<file path="src/rtl/mc_control_unit_if.sv">
// Control/status bundle between the multicycle control unit and the RV32I datapath.
// master = control unit side, slave = datapath side.
interface mc_control_unit_if #(
  parameter int ALU_CTRL_W = 4
);
  // Datapath -> control unit
  logic [6:0]            OP;
  logic [2:0]            funct3;
  logic                  funct7;
  logic                  Zero;
  logic                  Neg;
  logic                  Carry;
  logic                  Ovf;
  logic                  MemReady;

  // Control unit -> datapath
  logic                  PCWrite;
  logic                  AdrSrc;
  logic                  IRWrite;
  logic                  RegWrite;
  logic                  MemWrite;
  logic                  MemReq;
  logic [1:0]            ResultSrc;
  logic [1:0]            ALUSrcA;
  logic [1:0]            ALUSrcB;
  logic [ALU_CTRL_W-1:0] ALUControl;
  logic [2:0]            ImmSrc;
  logic                  Illegal;
  logic [3:0]            State;

  modport master (
    input  OP, funct3, funct7, Zero, Neg, Carry, Ovf, MemReady,
    output PCWrite, AdrSrc, IRWrite, RegWrite, MemWrite, MemReq,
           ResultSrc, ALUSrcA, ALUSrcB, ALUControl, ImmSrc, Illegal, State
  );

  modport slave (
    output OP, funct3, funct7, Zero, Neg, Carry, Ovf, MemReady,
    input  PCWrite, AdrSrc, IRWrite, RegWrite, MemWrite, MemReq,
           ResultSrc, ALUSrcA, ALUSrcB, ALUControl, ImmSrc, Illegal, State
  );
endinterface

</file>
<file path="src/rtl/mc_control_unit.sv">
// Multicycle RV32I control unit: Moore FSM sequencing fetch/decode/execute/memory/writeback,
// with memory-ready stalls, full branch evaluation and a sticky illegal-instruction trap.
module mc_control_unit #(
  parameter int ALU_CTRL_W = 4,
  parameter bit BRANCH_EXT = 1'b1
) (
  input logic               CLK,
  input logic               RST,
  mc_control_unit_if.master bus
);

  typedef enum logic [3:0] {
    S_FETCH    = 4'd0,
    S_DECODE   = 4'd1,
    S_MEMADR   = 4'd2,
    S_MEMREAD  = 4'd3,
    S_MEMWB    = 4'd4,
    S_MEMWRITE = 4'd5,
    S_EXECR    = 4'd6,
    S_ALUWB    = 4'd7,
    S_EXECI    = 4'd8,
    S_JAL      = 4'd9,
    S_BRANCH   = 4'd10,
    S_JALR     = 4'd11,
    S_LUI      = 4'd12,
    S_AUIPC    = 4'd13,
    S_JALRLINK = 4'd14,
    S_TRAP     = 4'd15
  } state_t;

  localparam logic [6:0] OP_LOAD   = 7'b0000011;
  localparam logic [6:0] OP_STORE  = 7'b0100011;
  localparam logic [6:0] OP_RTYPE  = 7'b0110011;
  localparam logic [6:0] OP_ITYPE  = 7'b0010011;
  localparam logic [6:0] OP_JAL    = 7'b1101111;
  localparam logic [6:0] OP_JALR   = 7'b1100111;
  localparam logic [6:0] OP_BRANCH = 7'b1100011;
  localparam logic [6:0] OP_LUI    = 7'b0110111;
  localparam logic [6:0] OP_AUIPC  = 7'b0010111;

  localparam logic [3:0] ALU_ADD   = 4'd0;
  localparam logic [3:0] ALU_SUB   = 4'd1;
  localparam logic [3:0] ALU_AND   = 4'd2;
  localparam logic [3:0] ALU_OR    = 4'd3;
  localparam logic [3:0] ALU_XOR   = 4'd4;
  localparam logic [3:0] ALU_SLT   = 4'd5;
  localparam logic [3:0] ALU_SLTU  = 4'd6;
  localparam logic [3:0] ALU_SLL   = 4'd7;
  localparam logic [3:0] ALU_SRL   = 4'd8;
  localparam logic [3:0] ALU_SRA   = 4'd9;
  localparam logic [3:0] ALU_PASSB = 4'd10;

  localparam logic [1:0] SRCA_PC    = 2'b00;
  localparam logic [1:0] SRCA_OLDPC = 2'b01;
  localparam logic [1:0] SRCA_RS1   = 2'b10;
  localparam logic [1:0] SRCB_RS2   = 2'b00;
  localparam logic [1:0] SRCB_IMM   = 2'b01;
  localparam logic [1:0] SRCB_FOUR  = 2'b10;
  localparam logic [1:0] RES_ALUOUT = 2'b00;
  localparam logic [1:0] RES_DATA   = 2'b01;
  localparam logic [1:0] RES_ALURES = 2'b10;

  state_t     state_reg;
  state_t     state_next;
  logic       branch_legal;
  logic       branch_taken;
  logic       pc_write;
  logic       adr_src;
  logic       ir_write;
  logic       reg_write;
  logic       mem_write;
  logic       mem_req;
  logic [1:0] result_src;
  logic [1:0] alu_src_a;
  logic [1:0] alu_src_b;
  logic [3:0] alu_op;
  logic [2:0] imm_src;
  logic       illegal_flag;

  function automatic logic [3:0] funct_alu(input logic [2:0] f3, input logic f7,
                                           input logic allow_sub);
    logic [3:0] code;
    case (f3)
      3'b000:  code = (allow_sub && f7) ? ALU_SUB : ALU_ADD;
      3'b001:  code = ALU_SLL;
      3'b010:  code = ALU_SLT;
      3'b011:  code = ALU_SLTU;
      3'b100:  code = ALU_XOR;
      3'b101:  code = f7 ? ALU_SRA : ALU_SRL;
      3'b110:  code = ALU_OR;
      default: code = ALU_AND;
    endcase
    return code;
  endfunction

  // With the reduced branch set only BEQ is decoded; everything else traps.
  generate
    if (BRANCH_EXT) begin : g_full_branch
      assign branch_legal = (bus.funct3[2:1] != 2'b01);
    end else begin : g_beq_only
      assign branch_legal = (bus.funct3 == 3'b000);
    end
  endgenerate

  always_comb begin
    branch_taken = 1'b0;
    case (bus.funct3)
      3'b000:  branch_taken = bus.Zero;
      3'b001:  branch_taken = !bus.Zero;
      3'b100:  branch_taken = bus.Neg ^ bus.Ovf;
      3'b101:  branch_taken = !(bus.Neg ^ bus.Ovf);
      3'b110:  branch_taken = !bus.Carry;
      3'b111:  branch_taken = bus.Carry;
      default: branch_taken = 1'b0;
    endcase
  end

  always_comb begin
    imm_src = 3'b000;
    case (bus.OP)
      OP_LOAD, OP_ITYPE, OP_JALR: imm_src = 3'b000;
      OP_STORE:                   imm_src = 3'b001;
      OP_BRANCH:                  imm_src = 3'b010;
      OP_LUI, OP_AUIPC:           imm_src = 3'b011;
      OP_JAL:                     imm_src = 3'b100;
      default:                    imm_src = 3'b000;
    endcase
  end

  always_ff @(posedge CLK or negedge RST) begin
    if (!RST) begin
      state_reg <= S_FETCH;
    end else begin
      state_reg <= state_next;
    end
  end

  always_comb begin
    state_next   = state_reg;
    pc_write     = 1'b0;
    adr_src      = 1'b0;
    ir_write     = 1'b0;
    reg_write    = 1'b0;
    mem_write    = 1'b0;
    mem_req      = 1'b0;
    result_src   = RES_ALUOUT;
    alu_src_a    = SRCA_PC;
    alu_src_b    = SRCB_RS2;
    alu_op       = ALU_ADD;
    illegal_flag = 1'b0;

    case (state_reg)
      S_FETCH: begin
        mem_req    = 1'b1;
        alu_src_a  = SRCA_PC;
        alu_src_b  = SRCB_FOUR;
        result_src = RES_ALURES;
        ir_write   = bus.MemReady;
        pc_write   = bus.MemReady;
        if (bus.MemReady) state_next = S_DECODE;
      end
      S_DECODE: begin
        // Precompute the PC-relative target into ALUOut for branches and JAL.
        alu_src_a = SRCA_OLDPC;
        alu_src_b = SRCB_IMM;
        case (bus.OP)
          OP_LOAD, OP_STORE: state_next = (bus.funct3 == 3'b010) ? S_MEMADR : S_TRAP;
          OP_RTYPE:          state_next = S_EXECR;
          OP_ITYPE:          state_next = S_EXECI;
          OP_JAL:            state_next = S_JAL;
          OP_JALR:           state_next = S_JALR;
          OP_BRANCH:         state_next = branch_legal ? S_BRANCH : S_TRAP;
          OP_LUI:            state_next = S_LUI;
          OP_AUIPC:          state_next = S_AUIPC;
          default:           state_next = S_TRAP;
        endcase
      end
      S_MEMADR: begin
        alu_src_a  = SRCA_RS1;
        alu_src_b  = SRCB_IMM;
        state_next = (bus.OP == OP_LOAD) ? S_MEMREAD : S_MEMWRITE;
      end
      S_MEMREAD: begin
        mem_req = 1'b1;
        adr_src = 1'b1;
        if (bus.MemReady) state_next = S_MEMWB;
      end
      S_MEMWB: begin
        result_src = RES_DATA;
        reg_write  = 1'b1;
        state_next = S_FETCH;
      end
      S_MEMWRITE: begin
        mem_req   = 1'b1;
        mem_write = 1'b1;
        adr_src   = 1'b1;
        if (bus.MemReady) state_next = S_FETCH;
      end
      S_EXECR: begin
        alu_src_a  = SRCA_RS1;
        alu_src_b  = SRCB_RS2;
        alu_op     = funct_alu(bus.funct3, bus.funct7, 1'b1);
        state_next = S_ALUWB;
      end
      S_ALUWB: begin
        reg_write  = 1'b1;
        state_next = S_FETCH;
      end
      S_EXECI: begin
        alu_src_a  = SRCA_RS1;
        alu_src_b  = SRCB_IMM;
        alu_op     = funct_alu(bus.funct3, bus.funct7, 1'b0);
        state_next = S_ALUWB;
      end
      S_JAL: begin
        // PC takes the target held in ALUOut while the link value is formed.
        alu_src_a  = SRCA_OLDPC;
        alu_src_b  = SRCB_FOUR;
        pc_write   = 1'b1;
        state_next = S_ALUWB;
      end
      S_BRANCH: begin
        alu_src_a  = SRCA_RS1;
        alu_src_b  = SRCB_RS2;
        alu_op     = ALU_SUB;
        pc_write   = branch_taken;
        state_next = S_FETCH;
      end
      S_JALR: begin
        alu_src_a  = SRCA_RS1;
        alu_src_b  = SRCB_IMM;
        result_src = RES_ALURES;
        pc_write   = 1'b1;
        state_next = S_JALRLINK;
      end
      S_JALRLINK: begin
        alu_src_a  = SRCA_OLDPC;
        alu_src_b  = SRCB_FOUR;
        state_next = S_ALUWB;
      end
      S_LUI: begin
        alu_src_b  = SRCB_IMM;
        alu_op     = ALU_PASSB;
        state_next = S_ALUWB;
      end
      S_AUIPC: begin
        alu_src_a  = SRCA_OLDPC;
        alu_src_b  = SRCB_IMM;
        state_next = S_ALUWB;
      end
      default: begin
        illegal_flag = 1'b1;
        state_next   = S_TRAP;
      end
    endcase

    // State is already FETCH while reset is held; only the enables need masking.
    if (!RST) begin
      pc_write  = 1'b0;
      ir_write  = 1'b0;
      reg_write = 1'b0;
      mem_write = 1'b0;
      mem_req   = 1'b0;
    end
  end

  assign bus.PCWrite    = pc_write;
  assign bus.AdrSrc     = adr_src;
  assign bus.IRWrite    = ir_write;
  assign bus.RegWrite   = reg_write;
  assign bus.MemWrite   = mem_write;
  assign bus.MemReq     = mem_req;
  assign bus.ResultSrc  = result_src;
  assign bus.ALUSrcA    = alu_src_a;
  assign bus.ALUSrcB    = alu_src_b;
  assign bus.ALUControl = ALU_CTRL_W'(alu_op);
  assign bus.ImmSrc     = imm_src;
  assign bus.Illegal    = illegal_flag;
  assign bus.State      = state_reg;

endmodule

</file>
<file path="src/flat_wrapper.sv">
// flat-port wrapper written by rule: the top's interface ports become plain ports
module mc_control_unit_flat 
#(
  parameter int ALU_CTRL_W = 4,
  parameter bit BRANCH_EXT = 1'b1
)
  (CLK, RST, bus_OP, bus_funct3, bus_funct7, bus_Zero, bus_Neg, bus_Carry, bus_Ovf, bus_MemReady, bus_PCWrite, bus_AdrSrc, bus_IRWrite, bus_RegWrite, bus_MemWrite, bus_MemReq, bus_ResultSrc, bus_ALUSrcA, bus_ALUSrcB, bus_ALUControl, bus_ImmSrc, bus_Illegal, bus_State);
  mc_control_unit_if #(.ALU_CTRL_W(ALU_CTRL_W)) bus_i ();
  input logic CLK;
  input logic RST;
  input wire logic [$bits(bus_i.OP)-1:0] bus_OP;
  input wire logic [$bits(bus_i.funct3)-1:0] bus_funct3;
  input wire logic [$bits(bus_i.funct7)-1:0] bus_funct7;
  input wire logic [$bits(bus_i.Zero)-1:0] bus_Zero;
  input wire logic [$bits(bus_i.Neg)-1:0] bus_Neg;
  input wire logic [$bits(bus_i.Carry)-1:0] bus_Carry;
  input wire logic [$bits(bus_i.Ovf)-1:0] bus_Ovf;
  input wire logic [$bits(bus_i.MemReady)-1:0] bus_MemReady;
  output wire logic [$bits(bus_i.PCWrite)-1:0] bus_PCWrite;
  output wire logic [$bits(bus_i.AdrSrc)-1:0] bus_AdrSrc;
  output wire logic [$bits(bus_i.IRWrite)-1:0] bus_IRWrite;
  output wire logic [$bits(bus_i.RegWrite)-1:0] bus_RegWrite;
  output wire logic [$bits(bus_i.MemWrite)-1:0] bus_MemWrite;
  output wire logic [$bits(bus_i.MemReq)-1:0] bus_MemReq;
  output wire logic [$bits(bus_i.ResultSrc)-1:0] bus_ResultSrc;
  output wire logic [$bits(bus_i.ALUSrcA)-1:0] bus_ALUSrcA;
  output wire logic [$bits(bus_i.ALUSrcB)-1:0] bus_ALUSrcB;
  output wire logic [$bits(bus_i.ALUControl)-1:0] bus_ALUControl;
  output wire logic [$bits(bus_i.ImmSrc)-1:0] bus_ImmSrc;
  output wire logic [$bits(bus_i.Illegal)-1:0] bus_Illegal;
  output wire logic [$bits(bus_i.State)-1:0] bus_State;
  assign bus_i.OP = bus_OP;
  assign bus_i.funct3 = bus_funct3;
  assign bus_i.funct7 = bus_funct7;
  assign bus_i.Zero = bus_Zero;
  assign bus_i.Neg = bus_Neg;
  assign bus_i.Carry = bus_Carry;
  assign bus_i.Ovf = bus_Ovf;
  assign bus_i.MemReady = bus_MemReady;
  assign bus_PCWrite = bus_i.PCWrite;
  assign bus_AdrSrc = bus_i.AdrSrc;
  assign bus_IRWrite = bus_i.IRWrite;
  assign bus_RegWrite = bus_i.RegWrite;
  assign bus_MemWrite = bus_i.MemWrite;
  assign bus_MemReq = bus_i.MemReq;
  assign bus_ResultSrc = bus_i.ResultSrc;
  assign bus_ALUSrcA = bus_i.ALUSrcA;
  assign bus_ALUSrcB = bus_i.ALUSrcB;
  assign bus_ALUControl = bus_i.ALUControl;
  assign bus_ImmSrc = bus_i.ImmSrc;
  assign bus_Illegal = bus_i.Illegal;
  assign bus_State = bus_i.State;
  mc_control_unit #(.ALU_CTRL_W(ALU_CTRL_W), .BRANCH_EXT(BRANCH_EXT)) u_core (.CLK(CLK), .RST(RST), .bus(bus_i));
endmodule
</file>
<file path="config.mk">
export PLATFORM = sky130hd
export DESIGN_NAME = mc_control_unit_flat
export DESIGN_NICKNAME = d
export VERILOG_FILES = /design/src/rtl/mc_control_unit_if.sv /design/src/rtl/mc_control_unit.sv /design/src/flat_wrapper.sv
export SDC_FILE = /design/constraint.sdc
export NUM_CORES = 1
export LEC_CHECK = 0
export ABC_CLOCK_PERIOD_IN_PS = 1600
export BUFFER_PORTS_ARGS = -buffer_cell sky130_fd_sc_hd__buf_2
export CAP_MARGIN = 10
export CORE_MARGIN = 3
export CORE_UTILIZATION = 45
export DETAILED_ROUTE_END_ITERATION = 12
export HOLD_SLACK_MARGIN = 0.12
export MAX_ROUTING_LAYER = met4
export PLACE_DENSITY_LB_ADDON = 0.25
export RECOVER_POWER = 25
export REMOVE_ABC_BUFFERS = 1
export SLEW_MARGIN = 20
export SYNTH_ARGS = -nofsm -noshare
export SYNTH_HDL_FRONTEND = slang
export SYNTH_SLANG_ARGS = --single-unit
</file>
<file path="constraint.sdc">
create_clock -name CLK -period 1.6 [get_ports CLK]
set_input_delay 0.08 -clock CLK [delete_from_list [all_inputs] [get_ports CLK]]
set_output_delay 0.08 -clock CLK [all_outputs]
set_load 0.005 [all_outputs]
</file>
Word-level counts from Yosys, hierarchy flattened --
Cells that the tools add are included.
Operators by class: eq/ne operators 34, mux-type cells 30, bitwise logic cells 1, reduce and logical (&&, ||, !) cells 20
Operators by type and width (number):
- case mux 4 bit (8 select lines) | 2
- case mux 4 bit (7 select lines) | 2
- == test 4 bit, second input constant | 7
- == test 7 x 6 -> 1 bit, second input constant | 3
- == test 7 bit, second input constant | 3
- == test 4 x 3 -> 1 bit, second input constant | 4
- 2-to-1 mux 4 bit | 4
- case mux 4 bit (4 select lines) | 1
- OR reduction 15 bit | 1
- == test 7 x 5 -> 1 bit, second input constant | 2
- 2-to-1 mux 1 bit | 13
- == test 3 bit, second input constant | 4
- case mux 2 bit (2 select lines) | 3
- case mux 3 bit (4 select lines) | 1
- OR reduction 2 bit | 6
- OR reduction 6 bit | 2
- OR reduction 3 bit | 3
- == test 4 x 2 -> 1 bit, second input constant | 2
- == test 7 x 2 -> 1 bit, second input constant | 1
- == test 3 x 2 -> 1 bit, second input constant | 2
- 2-to-1 mux 3 bit | 2
- inequality test 2 bit, second input constant | 3
- case mux 1 bit (6 select lines) | 1
- OR reduction 5 bit | 1
- other kinds (10) | 12
Storage, ports and cells: bits in registers 4, bits of input ports 18, logic and storage cells 86

Longest topological paths before layout --
depth after elaboration 5, mapped depth 6, mapped depth without buffers 5

Worst setup path before layout --
No wires, ideal clock.
kind register -> register, from register u_core.state_reg[1], in the netlist u_core.bus.State[1], to register u_core.state_reg[2], in the netlist u_core.bus.State[2], library setup time 0.126 ns, arrival time 1.271 ns, path slack 0.203 ns, stages on the path, launching flop included 7, period minus slack after synthesis 1.397 ns, cells stage by stage dfrtp_1 buf_2 or3_1 o21ai_0 a22oi_1 nor2_1 o22ai_1
Between the ends: longest elaborated chain between the ends 3, elaborated cells on any way between the ends 22, classes of those cells eq/ne (17); mux (1); reduce/logical (4)
Ends and longest elaborated chain:
- start, declared | line mc_control_unit.sv:63 | state_t state_reg;
- start signal, assigned | line mc_control_unit.sv:134 | state_reg <= state_next;
- == test 4 bit, or another cell as far along | line mc_control_unit.sv:152 | case (state_reg)
- OR reduction 6 bit (no source line), or another cell as far along
- case mux 4 bit (8 select lines) / AND reduction 3 bit (equally long branches)
Several ways; a longest one is shown, not always the timed one. A chain may end at the register's enable or synchronous reset.

Worst setup path in the final report --
from register u_core.state_reg[2], in the netlist u_core.bus.State[2], to output bus_ALUControl[0]
Between the ends: longest elaborated chain between the ends 2, elaborated cells on any way between the ends 5, classes of those cells eq/ne (4); mux (1)
Ends and longest elaborated chain:
- == test 4 bit / == test 4 x 3 -> 1 bit (equally long branches) | line mc_control_unit.sv:152
- case mux 4 bit (4 select lines) (*) | line mc_control_unit.sv:152
- end, declared | line flat_wrapper.sv:28 | output wire logic [$bits(bus_i.ALUControl)-1:0] bus_ALUControl;
Mark *: on every way between the ends. The rest lies on a longest branch, timed or not.

==> metrics.md <==
| Metric | Value |
|---|---|
| Status | `finished with violations` |
| Failing checks | `setup timing` |
| VDD IR max | `0.799 mV` |
| Row Count | `15` |
| Critical Path Fanout Max | `12` |
| CP Launch Type | `register` |
| Slew Limit Headroom | `72.6%` |
| Area of the multi-input gates | `~800 µm²` |
| RSZ-0062 raised after global routing | `yes` |
| Area Overhead vs Synth | `44.1%` |
| Worst Setup SP | `u_core.bus.State[2]` |
| Type of the most critical hold path | `in -> async` |
| Die width | `50.9 µm` |
| Routed WL | `~3000 µm` |
| Final hold violations | `0` |
| CP endpoint kind | `primary output` |
| Max FFs per register | `4` |
| Hpwl dp | `about 2200 µm` |
| Die area | `2590 µm²` |
| Worst Path Required | `1520 ps` |
| Clk slew on worst S/H paths | `40 ps` |
| Initial antenna violation count | `0` |
| Longest Clk Path Bufs | `2` |
| Core box area | `1820 µm²` |
| PD cells | `1780 nW/µm²` |
| Final max-slew violation count | `0` |
| Worst Skew | `4.92 ps` |
| Total Routing Usage GR | `22.6%` |
| I/O Buffers | `between 40 and 50` |
| Async set-reset flop share out of synthesis | `100%` |
| Hold WS | `289 ps` |
| Post-DR wirelength/cell | `roughly 13 µm` |
| Ys Warns | `0` |
| Final Cell Area | `1310 µm²` |
| Clock sinks | `4` |
| Placed Area | `1130 µm²` |
| N_diodes | `0` |
| FF+latch area | `105 µm²` |
| EDFF count, synth | `0` |
| Largest net degree at the start of global routing | `17` |
| Worst EP arrival | `1530 ps` |
| Vias | `1238` |
| NumNets Final | `216` |
| Avg Cell Area, Syn | `~6 µm²` |
| Crit Path Class | `reg -> out` |
| Worst R2R Path Depth | `7` |
| Global-route wire length before repair | `4550 µm` |
| Final setup margin | `-10.9 ps` |
| Seq cells post-synth | `4` |
| TritonRoute pass-1 iters | `4` |
| Final global-route overflow total | `0` |
| Initial Util | `about half` |
| Reg-to-Reg End | `u_core.bus.State[1]` |
| R2r setup slk | `110 ps` |
| Post-Synthesis Cells | `149` |
| Synthesized cell area | `between 900 and 1000 µm²` |
| Fin crit share | `101%` |
| Number of buffers created by CTS | `3` |
| Static leakage | `0.628 nW` |
| Fillers | `about 180` |
| Initial DRC count | `44` |
| I/O pins | `42` |
| CTS tree | `yes` |
| DRC | `0` |
| Fraction of layout cells with a size suffix above 1 | `40.3%` |
| Max Cap Viol | `0` |
| Vias in the first global route | `around 1100` |
| Via/cell ratio | `5.60` |
| Max Fclk | `0.621 GHz` |
| Post-synthesis cell type count | `41` |
| Root Driver | `clkbuf_4` |
| Height of the die | `50.9 µm` |
| Antenna Violating Nets Remaining | `0` |
| RD Place Congestion | `0.883` |
| Sequential-to-total area share from yosys stat | `11.0%` |
| H-tree depth | `1` |
| Setup crit end | `bus_ALUControl[0]` |
| Ys flop type | `dfrtp_1` |
| Post-layout min period | `between 1500 and 2000 ps` |
| Skew-Pair Late Insertion Delay | `230 ps` |
| Final setup viols | `1` |
| Slew @ Worst Pin | `410 ps` |
| Worst R2R Start | `u_core.bus.State[1]` |
==> how the worst min path moves through the flow <==
stage               startpoint             endpoint  slack, ps  depth (start not counted)
finish                     RST  u_core.bus.State[0]        290                          2
floorplan                  RST  u_core.bus.State[0]       -220                          0
global route               RST  u_core.bus.State[0]        320                          2
detailed placement         RST  u_core.bus.State[2]        -90                          1
CTS                        RST  u_core.bus.State[0]        200                          2
global placement           RST  u_core.bus.State[0]        -90                          1
==> cell usage in the layout, fill, tap and decap left out, types with 3 or more instances in the layout <==
| master | n |
|---|---|
| a21oi_1 | 13 |
| a31oi_1 | 4 |
| buf_2 | 40 |
| buf_4 | 13 |
| clkbuf_4 | 3 |
| dfrtp_2 | 4 |
| nand2_1 | 20 |
| nand2_2 | 3 |
| nand2b_1 | 4 |
| nand3_1 | 3 |
| nor2_1 | 21 |
| nor3_1 | 7 |
| nor3b_2 | 3 |
| nor4_1 | 3 |
| o21ai_0 | 6 |
| o22ai_1 | 5 |
| xor2_1 | 3 |
==> where the power goes <==
| part | internal, mW | switching (mW) |
|---|---|---|
| Combinational | 0.929 | 0.974 |
| Clock | 0.0834 | 0.0346 |
| Sequential | 0.168 | 0.135 |
==> cells in the mapped netlist, drive strengths merged, types with 2 or more instances <==
master	instances	share of area, %
a31oi	4	2.8
nor4	3	2.1
nand2b	4	2.8
nor3b	5	4.7
nand2	24	9.9
xnor2	2	1.9
nor2	22	9.1
inv	3	1.2
o22ai	5	3.4
o21ai	8	4.4
nor2b	3	2.1
buf	12	8.1
nor3	7	3.9
clkbuf	2	0.83
dfrtp	4	11
xor2	3	2.9
or3	2	1.4
nand3	3	1.7
a21oi	14	7.7
==> metal layers <==
metal,wire length (µm),track usage (%),vias up
met5,0,-,-
met2,1500,38.4,51
met3,162,2.92,0
met1,1290,29.5,560
li1,-,-,627
met4,0,2.24,0
==> repair_timing <==
item / 4_1_cts / 5_1_grt
resized for setup: 10 / 16
setup buffers: 2 / 5
setup endpoints to repair: 6 / 10
endpoints found under the hold margin: 4 / 0
hold buffers: 1 / 0
pin swaps: 0 / 1
==> critical path: stages (launching register included) <==
cell and delay (ps):
dfrtp_2 500, buf_4 210, nor2b_2 150, nand2_1 110, a31oi_1 190, buf_2 140
==> through the flow <==
stage	power (mW)	cells	TNS [ps]	setup WS (ps)	utilization, %
2_1_floorplan	1.14	135	0	149	-
3_3_place_gp	1.77	210	0	90.8	62.1
3_5_place_dp	1.80	210	0	89.1	62.1
4_1_cts	2.03	216	-18.6	-10.4	65.7
5_1_grt	2.52	221	-180	-86.7	71.9
6_report	2.32	221	-10.9	-10.9	71.9
==> logic make-up after synthesis <==
kind of cell / count (synthesis) / share of synthesized area [%]
xor+xnor: 6 / 7.44
mux: 1 / 1.10
compound gates: 40 / 26.3
buf+inv: 17 / 10.2
simple gates: 81 / 43.9
flops: 4 / 11.0
==> area by class of cell <==
class | instances | share of cell area, %
Inverter | 3 | 0.860
Timing Repair Buffer | 58 | 27.1
Sequential cell | 4 | 8.03
Multi-Input combinational cell | 128 | 59.9
Clock buffer | 3 | 1.72
Tap cell | 25 | 2.39
(Power assumes the default switching activity.)
